<file path="src/rtl/color_batch_unpacker.sv">
// Unpacks one BATCH_SIZE-color batch per handshake into a one-color-per-cycle valid/ready stream.
// Optional underrun counter port: define COLOR_BATCH_UNPACKER_UNDERRUN_CNT_EN.
module color_batch_unpacker #(
    parameter int BATCH_SIZE = 8
) (
    input  logic                    I_rgb_clk,
    input  logic                    I_rst_n,
    input  logic [8*BATCH_SIZE-1:0] I_batch_color,
    input  logic                    I_batch_valid,
    output logic                    O_batch_ready,
    output logic [7:0]              O_color,
    output logic                    O_color_valid,
    input  logic                    I_color_ready,
    output logic                    O_color_last
`ifdef COLOR_BATCH_UNPACKER_UNDERRUN_CNT_EN
    ,
    output logic [15:0]             O_underrun_cnt
`endif
);

    localparam int IDX_W = $clog2(BATCH_SIZE);
    localparam logic [IDX_W-1:0] LAST_IDX = IDX_W'(BATCH_SIZE - 1);

    typedef enum logic [1:0] {
        ST_EMPTY,
        ST_ACTIVE,
        ST_FULL
    } state_t;

    state_t                  r_state;
    state_t                  w_state_nxt;
    logic [8*BATCH_SIZE-1:0] r_active;
    logic [8*BATCH_SIZE-1:0] r_pending;
    logic [8*BATCH_SIZE-1:0] w_active_nxt;
    logic [8*BATCH_SIZE-1:0] w_pending_nxt;
    logic [IDX_W-1:0]        r_index;
    logic [IDX_W-1:0]        w_index_nxt;
    logic [7:0]              r_color;
    logic                    r_batch_ready;
    logic                    w_accept;
    logic                    w_xfer;
    logic                    w_last_xfer;

    assign O_color_valid = (r_state != ST_EMPTY);
    assign O_color_last  = (r_index == LAST_IDX) && O_color_valid;
    assign O_color       = r_color;
    assign O_batch_ready = r_batch_ready;

    assign w_accept    = I_batch_valid && r_batch_ready;
    assign w_xfer      = O_color_valid && I_color_ready;
    assign w_last_xfer = w_xfer && (r_index == LAST_IDX);

    // NOTE: every output of this block gets a default first, so no path can infer a latch.
    always_comb begin
        w_state_nxt   = r_state;
        w_active_nxt  = r_active;
        w_pending_nxt = r_pending;
        w_index_nxt   = r_index;
        case (r_state)
            ST_EMPTY: begin
                if (w_accept) begin
                    w_active_nxt = I_batch_color;
                    w_index_nxt  = '0;
                    w_state_nxt  = ST_ACTIVE;
                end
            end
            ST_ACTIVE: begin
                if (w_last_xfer) begin
                    w_index_nxt = '0;
                    if (w_accept) begin
                        w_active_nxt = I_batch_color;
                    end else begin
                        w_state_nxt = ST_EMPTY;
                    end
                end else begin
                    if (w_xfer) begin
                        w_index_nxt = r_index + IDX_W'(1);
                    end
                    if (w_accept) begin
                        w_pending_nxt = I_batch_color;
                        w_state_nxt   = ST_FULL;
                    end
                end
            end
            ST_FULL: begin
                // Ready is low here, so only the emitting side can move.
                if (w_last_xfer) begin
                    w_active_nxt = r_pending;
                    w_index_nxt  = '0;
                    w_state_nxt  = ST_ACTIVE;
                end else if (w_xfer) begin
                    w_index_nxt = r_index + IDX_W'(1);
                end
            end
            default: begin
                w_state_nxt = ST_EMPTY;
            end
        endcase
    end

    // NOTE: the batch registers are reset too, so discarded data never leaks out after reset.
    always_ff @(posedge I_rgb_clk or negedge I_rst_n) begin
        if (!I_rst_n) begin
            r_state       <= ST_EMPTY;
            r_active      <= '0;
            r_pending     <= '0;
            r_index       <= '0;
            r_color       <= '0;
            r_batch_ready <= 1'b0;
        end else begin
            r_state       <= w_state_nxt;
            r_active      <= w_active_nxt;
            r_pending     <= w_pending_nxt;
            r_index       <= w_index_nxt;
            r_color       <= w_active_nxt[{w_index_nxt, 3'b000} +: 8];
            r_batch_ready <= (w_state_nxt != ST_FULL);
        end
    end

`ifdef COLOR_BATCH_UNPACKER_UNDERRUN_CNT_EN
    logic        r_seen_accept;
    logic [15:0] r_underrun_cnt;

    assign O_underrun_cnt = r_underrun_cnt;

    // Idle cycles before the first batch are start-up, not underruns.
    always_ff @(posedge I_rgb_clk or negedge I_rst_n) begin
        if (!I_rst_n) begin
            r_seen_accept  <= 1'b0;
            r_underrun_cnt <= '0;
        end else begin
            if (w_accept) begin
                r_seen_accept <= 1'b1;
            end
            if (r_seen_accept && I_color_ready && !O_color_valid &&
                (r_underrun_cnt != 16'hFFFF)) begin
                r_underrun_cnt <= r_underrun_cnt + 16'd1;
            end
        end
    end
`endif

endmodule

</file>
<file path="config.mk">
export PLATFORM = sky130hd
export DESIGN_NAME = color_batch_unpacker
export DESIGN_NICKNAME = d
export VERILOG_FILES = /design/src/rtl/color_batch_unpacker.sv
export SDC_FILE = /design/constraint.sdc
export NUM_CORES = 1
export LEC_CHECK = 0
export BUFFER_PORTS_ARGS = -buffer_cell sky130_fd_sc_hd__clkbuf_2
export CAP_MARGIN = 20
export CORE_MARGIN = 5
export CORE_UTILIZATION = 55
export DETAILED_ROUTE_END_ITERATION = 16
export GPL_ROUTABILITY_DRIVEN = 1
export PLACE_DENSITY = 0.76
export SYNTH_ARGS = -nofsm -noshare
export SYNTH_HDL_FRONTEND = slang
export SYNTH_SLANG_ARGS = --single-unit
</file>
<file path="constraint.sdc">
create_clock -name I_rgb_clk -period 3 [get_ports I_rgb_clk]
set_input_delay 0.3 -clock I_rgb_clk [delete_from_list [all_inputs] [get_ports I_rgb_clk]]
set_output_delay 0.3 -clock I_rgb_clk [all_outputs]
set_load 0.05 [all_outputs]
</file>
==> impl_metrics.json <==
{
  "outcome": "completed",
  "max_slew.worst_pin.slew_ns": 0.762,
  "clock_tree.root_cell": "clkbuf_8",
  "grt_max_degree": 86,
  "nFillCells": 777,
  "clock_tree_from_tritoncts": "done",
  "grt_antenna_before_repair": 0,
  "insertedDiodeCount": 0,
  "global_route.overflow_total": 0,
  "path_delay_family": "compound AO/OA/AOI/OAI gates",
  "synth_seq_area_share_pct": 58.7,
  "power_per_cell_area_nw_per_um2": 1150,
  "worstPathRequired_ns": 3.41,
  "placement.cell_area_um2": 6680,
  "routabilityCongestion": 0.823,
  "placed_cells": 700,
  "post_synthesis_to_final_layout_area_growth_pct": 21.4,
  "fin_ws_ns": 0.224,
  "pre_cts_ws_ns": 0.0623,
  "vias_in_the_first_global_route": 4753,
  "number_of_synthesized_register_bits": 142,
  "grt.total_usage_pct": 24.8,
  "synth_async_sr_flop_share_pct": 100,
  "detailed_place_hpwl_um": 9830,
  "worst_path_clk_slew_ns": 0.06,
  "synth_top_cells_by_area": "dfrtp_1 59%, mux2_2 12%, a222oi_1 7.9%",
  "postLayoutCellArea_um2": 7340,
  "worst_skew_pair.late_latency_ns": 0.52,
  "syn-num-nets": 566,
  "arrival_ns": 3.18,
  "setup_tns_ns": 0,
  "final_antenna_net_count": 0,
  "global_route_wire_length_before_repair_um": 25200,
  "postRouteWirelength_um": 15700,
  "design.die.area_um2": 13200,
  "synthesis.instances": 492,
  "fmax_mhz": 360,
  "period_needed_ns": 2.78,
  "cellLeakagePower_uw": 0.00371,
  "crit_path_frequent_cell": "a22o_1",
  "syn_area_um2": 6050,
  "ys_dominant_reg_cell": "dfrtp_1",
  "die-height_um": 115,
  "path_cells": "ha_1, ha_2, nand3b_4, a22o_1, or3b_4, buf_12, a222oi_1, a22o_1, nor3_1",
  "synth_largest_type_area_fraction_pct": 58.7,
  "synth_cell_types": 37,
  "crit_path_max_fanout": 32,
  "synthDominantAreaCellType": "dfrtp_1",
  "cts_max_path_buffers": 2,
  "worst_path_largest_cell_delay_ns": 0.43,
  "dieWidth_um": 115,
  "io_pins": 79,
  "htreeDepth": 4,
  "drt_pre_antenna_iters": 8,
  "worst_ir_drop_vdd_mv": 0.647,
  "critPathBufInv": 1,
  "dr.first_iter.drc_count": 574,
  "port-buffer-count": 78,
  "hold_violations": 0,
  "placementRows": 38,
  "via_count": 4594,
  "tritoncts_buffers": 17,
  "initial_utilization_pct": 56.1,
  "hold_path.class": "input port to register",
  "max_cap_viol_count": 0,
  "layout.cells.most_common": "dfrtp_1",
  "report.final.slew_viol_count": 0,
  "route.detailed.vias_per_inst": 6.25,
  "synthesis.yosys.warnings": 0,
  "crit_path_start_kind": "register",
  "post-route-period-util_pct": 92.5,
  "cts.sinks": 142,
  "synth_edf_count": 0,
  "design.core.area_um2": 10800,
  "critPathSlowestCell": "dfrtp_2",
  "finish.cell_count_without_fillers": 735,
  "fraction_of_layout_instances_using_a_drive_strength_above_1_pct": 34.5,
  "criticalPathCategory": "register to register",
  "leading_cell_types_in_the_layout_fill_and_taps_excluded": "140 x dfrtp_1, 77 x clkbuf_2, 64 x mux2_2, 53 x inv_1, 51 x nand2_1",
  "finalSetupViolations": 0,
  "slew_headroom_pct": 49.2,
  "drc": 0,
  "crit_path_end_kind": "register",
  "unrepaired_setup_endpoints_after_global_routing": "false",
  "largest_clock_skew_in_the_final_design_ns": 0.00581,
  "num-nets-final": 656,
  "route.detailed.wl_per_inst_um": 21.4,
  "avgSynthCellArea_um2": 12.3,
  "p_total_uw": 8410
}
-- per-layer routing --
metal | global-route usage, % | vias to the layer above | share of wire, %
met2 | 39.3 | 202 | 50
li1 | - | 2010 | -
met4 | 10.3 | 0 | 2.8
met1 | 33.3 | 2346 | 41
met3 | 5.58 | 36 | 6.2
met5 | 0 | - | 0
-- worst register-to-register path: stages, from the launching register on --
cell	delay [ns]
dfrtp_2	0.43
ha_1	0.17
ha_2	0.25
nand3b_4	0.14
a22o_1	0.28
or3b_4	0.43
buf_12	0.19
a222oi_1	0.42
a22o_1	0.30
nor3_1	0.06
-- cells in the mapped netlist, types with 2 or more instances --
library cell and number:
nor2b_1 2, buf_6 2, o22ai_1 8, nor3_1 9, nand3b_1 3, o21ai_0 4
a22o_1 9, buf_1 2, mux2_2 64, nor2_1 8, buf_2 5, a22oi_1 33
and2_1 2, a31oi_1 3, nand3_1 2, a21oi_1 2, inv_1 53, nand2b_1 2
dfrtp_1 142, ha_1 6, clkbuf_1 18, nand2_1 51, a222oi_1 48
-- worst paths after layout --
path	cells after the start	slack, ns	from	endpoint
worst max-delay path	9	0.22	r_index[0]	O_color[6]
worst min-delay path	2	0.02	I_batch_color[48]	r_pending[48]
worst max register to register	9	0.22	r_index[0]	O_color[6]
worst min register to register	2	0.48	r_active[62]	r_active[62]
max in group asynchronous	3	1.80	I_rst_n	r_index[0]
min in group asynchronous	2	0.39	I_rst_n	r_active[1]
-- sequential cells by signal, summed over array words and instances, names as in the netlist --
name / count
O_batch_ready: 1
O_color: 8
r_active: 64
r_index: 3
r_pending: 64
r_state: 2
-- where the power goes --
| part | switching, uW | internal (uW) |
|---|---|---|
| sequential | 400 | 2760 |
| combinational | 1810 | 1360 |
| clock | 799 | 1290 |
-- metrics by stage --
stage                     hold WS (ns)  util (%)
after floorplan                0.00441         -
after CTS                      0.00488      67.5
after global routing            0.0112      68.0
after detailed placement         0.397      61.9
after global placement           0.390      61.9
final                           0.0198      68.0
-- final cells by class --
cell class,count,area (um2),share of cell area (%)
Sequential cell,142,3560,48.4
Multi-Input combinational cell,270,2210,30.2
Timing Repair Buffer,98,604,8.23
Clock buffer,18,428,5.83
Inverter,53,199,2.71
Tap cell,140,175,2.39
Clock inverter,14,166,2.27
-- kinds of logic (layout without fill, tap and decap cells) --
| family | Yosys count | after routing | synth area share [%] |
|---|---|---|---|
| buffers and inverters | 80 | 183 | 5.31 |
| flip-flops | 142 | 142 | 58.7 |
| AO/OA/AOI/OAI | 109 | 109 | 15.3 |
| XOR/XNOR | 1 | 1 | 0.145 |
| AND/OR/NAND/NOR | 89 | 89 | 7.24 |
| multiplexers | 64 | 64 | 11.9 |
| adder cells (fa/ha/maj) | 7 | 7 | 1.41 |
-- repair_timing --
action,in CTS,in global routing
hold buffers,1,0
endpoints found under the hold margin,82,0
endpoints found under the setup margin,0,8
buffers inserted,0,1
gates resized for setup,0,6
Power figures use the tool's default switching activity.
